--- config.mk ---
export PLATFORM = sky130hd
export DESIGN_NAME = nco_osc
export DESIGN_NICKNAME = d
export VERILOG_FILES = /design/src/rtl/nco_pkg.sv /design/src/rtl/nco_tick_detect.sv /design/src/rtl/nco_osc.sv
export SDC_FILE = /design/constraint.sdc
export NUM_CORES = 1
export LEC_CHECK = 0
export CAP_MARGIN = 20
export CORE_UTILIZATION = 57
export DETAILED_ROUTE_END_ITERATION = 16
export PLACE_DENSITY = 0.9
export SYNTH_ARGS = -nofsm -noshare
export SYNTH_HDL_FRONTEND = slang
export SYNTH_SLANG_ARGS = --single-unit
--- constraint.sdc ---
create_clock -name i_clk50mhz -period 3.7 [get_ports i_clk50mhz]
set_input_delay 0.925 -clock i_clk50mhz [delete_from_list [all_inputs] [get_ports i_clk50mhz]]
set_output_delay 0.925 -clock i_clk50mhz [all_outputs]
set_load 0.03 [all_outputs]
--- src/rtl/nco_pkg.sv ---
// rtl/nco_pkg.sv - shared wave select codes, default widths and helpers for the NCO
package nco_pkg;

  localparam int ACC_W_DEF = 24;
  localparam int OUT_W_DEF = 12;

  localparam logic [1:0] WAVE_SAW  = 2'b00;
  localparam logic [1:0] WAVE_SQR  = 2'b01;
  localparam logic [1:0] WAVE_TRI  = 2'b10;
  localparam logic [1:0] WAVE_MUTE = 2'b11;

  // Offset-binary zero level for an out_w-bit sample
  function automatic int unsigned midscale(input int unsigned out_w);
    return 32'd1 << (out_w - 1);
  endfunction

endpackage

--- src/rtl/nco_tick_detect.sv ---
// rtl/nco_tick_detect.sv - rising-edge detector turning the 5 MHz level into a 1-cycle tick
module nco_tick_detect (
  input  logic i_clk50mhz,
  input  logic i_reset,
  input  logic i_level,
  output logic o_tick
);

  logic r_level_d;

  // Resets high so a level already high out of reset is not mistaken for an edge
  always_ff @(posedge i_clk50mhz) begin
    if (i_reset) begin
      r_level_d <= 1'b1;
    end else begin
      r_level_d <= i_level;
    end
  end

  assign o_tick = i_level & ~r_level_d;

endmodule

--- src/rtl/nco_osc.sv ---
// rtl/nco_osc.sv - phase-accumulator oscillator ticked by the 5 MHz level; NCO_PWM_EN adds pulse-width square
module nco_osc
  import nco_pkg::*;
#(
  parameter int ACC_W = ACC_W_DEF,
  parameter int OUT_W = OUT_W_DEF
) (
  input  logic             i_clk50mhz,
  input  logic             i_reset,
  input  logic             i_clk5mhz,
  input  logic [ACC_W-1:0] i_freq_word,
  input  logic             i_freq_load,
  input  logic [1:0]       i_wave,
  input  logic             i_sync,
`ifdef NCO_PWM_EN
  input  logic [OUT_W-1:0] i_pulse_width,
`endif
  output logic [OUT_W-1:0] o_sample,
  output logic             o_sample_valid,
  output logic             o_wrap
);

  localparam logic [OUT_W-1:0] MID = OUT_W'(midscale(OUT_W));

  logic             tick;
  logic [ACC_W-1:0] r_acc;
  logic [ACC_W-1:0] r_active;
  logic [ACC_W-1:0] r_pend_word;
  logic             r_pend_load;
  logic             r_pend_sync;
  logic             r_upd;
  logic             r_upd_wrap;
  logic [ACC_W-1:0] acc_inc;
  logic [ACC_W:0]   acc_sum;
  logic [OUT_W-1:0] phase;
  logic [OUT_W-1:0] tri_base;
  logic [OUT_W-1:0] shaped;
`ifdef NCO_PWM_EN
  logic [OUT_W-1:0] r_pw;
`endif

  nco_tick_detect u_tick (
    .i_clk50mhz (i_clk50mhz),
    .i_reset    (i_reset),
    .i_level    (i_clk5mhz),
    .o_tick     (tick)
  );

  // A pending word is added on the very tick that activates it
  assign acc_inc  = r_pend_load ? r_pend_word : r_active;
  assign acc_sum  = {1'b0, r_acc} + {1'b0, acc_inc};
  assign phase    = r_acc[ACC_W-1 -: OUT_W];
  assign tri_base = r_acc[ACC_W-2 -: OUT_W];

  always_comb begin
    shaped = MID;
    case (i_wave)
      WAVE_SAW: shaped = phase;
`ifdef NCO_PWM_EN
      WAVE_SQR: shaped = {OUT_W{phase < r_pw}};
`else
      WAVE_SQR: shaped = {OUT_W{~r_acc[ACC_W-1]}};
`endif
      WAVE_TRI: shaped = r_acc[ACC_W-1] ? ~tri_base : tri_base;
      default:  shaped = MID;
    endcase
  end

  always_ff @(posedge i_clk50mhz) begin
    if (i_reset) begin
      r_acc          <= '0;
      r_active       <= '0;
      r_pend_word    <= '0;
      r_pend_load    <= 1'b0;
      r_pend_sync    <= 1'b0;
      r_upd          <= 1'b0;
      r_upd_wrap     <= 1'b0;
      o_sample       <= '0;
      o_sample_valid <= 1'b0;
      o_wrap         <= 1'b0;
`ifdef NCO_PWM_EN
      r_pw           <= '0;
`endif
    end else begin
      r_upd <= tick;
      if (tick) begin
        if (r_pend_sync) begin
          r_acc      <= '0;
          r_upd_wrap <= 1'b0;
        end else begin
          r_acc      <= acc_sum[ACC_W-1:0];
          r_upd_wrap <= acc_sum[ACC_W];
        end
        if (r_pend_load) begin
          r_active <= r_pend_word;
        end
`ifdef NCO_PWM_EN
        r_pw <= i_pulse_width;
`endif
      end
      // A request landing on a tick cycle survives that tick and waits for the next
      r_pend_load <= i_freq_load | (r_pend_load & ~tick);
      r_pend_sync <= i_sync | (r_pend_sync & ~tick);
      if (i_freq_load) begin
        r_pend_word <= i_freq_word;
      end
      o_sample_valid <= r_upd;
      o_wrap         <= r_upd & r_upd_wrap;
      if (r_upd) begin
        o_sample <= shaped;
      end
    end
  end

endmodule

[Word level (Yosys, flattened, before mapping)]
Cells that the tools add are included.
Cells by class
  $add $sub $neg: 1
  eq/ne operators: 2
  muxes and demuxes: 5
  bitwise logic cells: 10
  reduce and logical (&&, ||, !) cells: 1
Operators by type and width (count)
  24-bit two-way mux: 2
  12-bit one-hot mux with 3 select lines: 1
  24-bit by 24-bit adder with 25-bit output: 1
  12-bit two-way mux: 1
  12-bit NOT: 1
  1-bit AND: 4
  1-bit NOT: 3
  2-bit by 1-bit == test with 1-bit output (second input constant): 1
  2-bit == test (second input constant): 1
  2-bit zero test: 1
  1-bit OR: 2
  1-bit two-way mux: 1
Word-level totals
  register bits: 91
  input bits: 31
  output and inout bits: 14
  logic and storage cells: 30

[Depth between registers and ports, before layout]
  depth after elaboration: 5
  depth in mapped cells: 12

[Hierarchy]
A second synthesis with hierarchy kept.
Second synthesis, totals
  cell total of the unflattened synthesis: 606
  area, all modules: 4966.0 µm²
Modules (own cells, without submodules)
  nco_osc: instances 1, cells each 603, area each 4933.5 µm²
  nco_tick_detect: instances 1, cells each 3, area each 32.5 µm²

[Worst setup path after synthesis]
Ideal clock, no wire load.
  path kind: reg2reg
  start: reg r_pend_load
  end: reg r_acc[14]
  setup time: 0.117 ns
  data arrival time: 3.257 ns
  slack: 0.326 ns
  cell stages (with the launch flop): 13
  buffers on the path: 2
  cell sequence: dfxtp_1 clkbuf_1 buf_1 mux2_2 ha_1 fa_1 a21oi_2 o21ai_2 a2111o_1 o41ai_4 nand2b_2 xor2_1 a22o_1
Between the ends
  word-level cells in the longest chain between the ends: 3
RTL lines
  start: declaration: line nco_osc.sv:29  | logic r_pend_load;
  start signal: assignment: line nco_osc.sv:102  | r_pend_load <= i_freq_load | (r_pend_load & ~tick);
  24-bit two-way mux
  net acc_inc[0]: line nco_osc.sv:33  | logic [ACC_W-1:0] acc_inc;
  24-bit by 24-bit adder with 25-bit output: line nco_osc.sv:51  | assign acc_sum = {1'b0, r_acc} + {1'b0, acc_inc};
  24-bit two-way mux: line nco_osc.sv:87  | if (r_pend_sync) begin
  end signal: assignment: line nco_osc.sv:91  | r_acc <= acc_sum[ACC_W-1:0];
  end: declaration: line nco_osc.sv:26  | logic [ACC_W-1:0] r_acc;
The timed path passes the listed nets, and every way through them passes these cells.
A chain may end at the register's enable or synchronous reset.

[Worst setup path in the final report]
  start: reg r_pend_load
  end: reg r_acc[16]
Same word-level chain as after synthesis.

==> impl_metrics.ini <==
[run_status]
status = finished clean

[route]
wire_per_inst_um = 17.3
ant_nets = 0
drtIter0Drc = 300
wirelength_mm = 12.1
vias = 4233
top_layer_used = met4
drtPass1Iterations = 8
wl_met1_mm = 5.32
viasPerCell = 6.06
route.met2.wl_mm = 5.74
drc_errors = 0
dr_wl_met3_um = 796

[logic_synthesis]
syn_inst = 563
synth_common_cells = 120 x nor2_1, 91 x dfxtp_1, 46 x a21oi_1
synth-seq-area-share_pct = 38.5
synth-edff-count = 0
synth_most_common_cell = nor2_1
ys_types = 53
yosys_warnings = 0
syn_nets = 619
ys_seq_elements = 91
syn_area_mm2 = 0.00473
yosys.area.top_type = dfxtp_1
yosys-top-cells-area = dfxtp_1 39%, nor2_1 9.5%, ha_1 6.3%, mux2_2 5.7%, mux2i_1 5.3%
synthArstFlopShare_pct = 0
synth.avg_cell_area_um2 = 8.40
synthFlopType = dfxtp_1
synth_top_area_share_pct = 38.5

[clock_network]
root_buffer = clkbuf_8
cts_buffers = 9
cts_resized = 0
postCtsSetupBuffers = 0
numClockSinks = 91
ctsHtreeMaxLevel = 3
clkLatencyLatePin_ns = 0.36
cts_tree = yes
postCtsHoldBufs = 0
clkTransAtPathRegs_ns = 0.09
clk_path_buf_depth = 2

[final_layout]
drive_gt1_share_pct = 9.56
utilization_pct = 68.8
fin_nets = 647
final_cells = 698
area_delta_synth_final_pct = 14.8
diodes = 0

[flow_run]
cap_violations = 0

[worst_setup_path]
r2r-start = r_pend_load$_SDFF_PP0_
worstPathRequired_ns = 3.93
cp_max_fo = 23
critPathArrivalTime_ns = 3.46
startpoint = r_pend_load$_SDFF_PP0_
end_kind = flip-flop
startpoint_type = flip-flop
crit_type = flip-flop to flip-flop

[hold_path]
min_from = r_acc[10]$_SDFFE_PP0P_
hold_path_class = flip-flop to flip-flop

[timing]
fin_crit_sh_pct = 87.3
fin_crit_ns = 3.23
worst_pin_slew_ns = 0.775
max_freq_ghz = 0.310
rsz0062_at_grt = false
finalSetupViolCount = 0
tns_ns = 0
hold_viol = 0
relSlewSlack_pct = 48.2
drv_slew = 0
fin_skew_ns = 0.0148

[die]
ioPinCount = 45
start_util_pct = 60.0
dieArea_mm2 = 0.00867
die_y_um = 93.1
rows = 32
die_w_um = 93.1
core_area_mm2 = 0.00789

[power]
p_per_area_mw_per_mm2 = 376
p_int_mw = 1.47
seq_power_share_pct = 51.4
p_leak_nw = 2.26
ir_worst_vdd_mv = 0.218
power_frac_comb_pct = 13.5
p_sw_uw = 571
power.total_mw = 2.04
clockPowerShare_pct = 35.1
swShare_pct = 28.0

[grt]
grt_pass1_wl_mm = 19.5
grt_pass1_vias = 3902
grt_start_max_net_pins = 70
gr-total-overflow = 0
grt_usage_pct = 28.6
antenna_found_initial = 0

[placement]
place_congestion = 0.879
hpwl_mm = 8.36
port_buffers = 44
dp_cells = 682
[cells by family after synthesis]
logic type	Yosys count	synth area share [%]
fa+ha+maj	25	6.77
xor+xnor	22	4.07
compound gates	133	18.1
flops	91	38.5
simple gates	206	18.6
buf+inv	37	2.96
mux	49	11.0
[path summary, 6_finish.rpt]
kind / cells after the start / slack [ns] / end
max: 10 / 0.47 / r_acc[16]$_SDFFE_PP0P_
min: 2 / 0.49 / r_acc[10]$_SDFFE_PP0P_
max reg2reg: 10 / 0.47 / r_acc[16]$_SDFFE_PP0P_
min reg2reg: 2 / 0.49 / r_acc[10]$_SDFFE_PP0P_
[power by group through the flow]
stage / Combinational [mW] / Sequential (mW) / Clock (mW)
floorplan: 0.178 / 1.06 / 0
global placement: 0.255 / 1.06 / 0
detailed placement: 0.268 / 1.07 / 0
CTS: 0.272 / 1.05 / 0.721
global route: 0.298 / 1.05 / 0.764
finish: 0.275 / 1.05 / 0.717
[sequential cells by signal, indices dropped and copies added (netlist names)]
register,flops
r_upd,1
u_tick.r_level_d,1
o_wrap,1
r_pend_word,24
r_pend_load,1
o_sample_valid,1
r_acc,24
o_sample,12
r_upd_wrap,1
r_active,24
r_pend_sync,1
[worst max-delay path, stage by stage, from the launching register on]
cell      delay (ns)
dfxtp_1         0.40
buf_4           0.33
mux2_2          0.41
ha_1            0.36
a21oi_4         0.20
o21ai_2         0.08
a2111o_1        0.44
o41ai_4         0.43
o21a_1          0.22
xor2_1          0.15
o21ai_1         0.07
[cell type report]
cell class / instances / area (µm²)
multi-input cells: 435 / 2770
fillers: 567 / 2460
flip-flops and latches: 91 / 1820
repair buffers: 50 / 480
well taps: 102 / 128
clock buffers: 9 / 124
clock inverters: 7 / 92.6
inverters: 4 / 15.0
[layout by cell type, fill, tap and decap left out, drive strengths merged, types with 4 or more instances in the layout]
cell type / instances
mux2: 24
a22oi: 5
a21oi: 48
ha: 24
a21o: 7
inv: 7
mux2i: 25
nand2: 34
o221ai: 11
clkdlybuf4s50: 43
o21ai: 37
a211oi: 4
xor2: 13
xnor2: 9
clkbuf: 9
nor2b: 4
nor3: 28
nor2: 120
dfxtp: 91
buf: 7
[stage by stage]
step                setup WS (ns)  hold WS, ns  area, µm²
CTS                         0.538        0.485       5430
detailed placement          0.567        0.465       5210
global route                0.357        0.498       5430
finish                      0.472        0.488       5430
global placement            0.644        0.444       5210
floorplan                   0.326        0.430       4730
[routing by layer]
metal  track usage (%)  up-vias
met5                 0        -
met4              7.95        0
met3              5.28       28
met2              47.6      168
met1              37.9     2001
li1                  -     2036
Note: power is estimated with default switching activity, not from simulation.
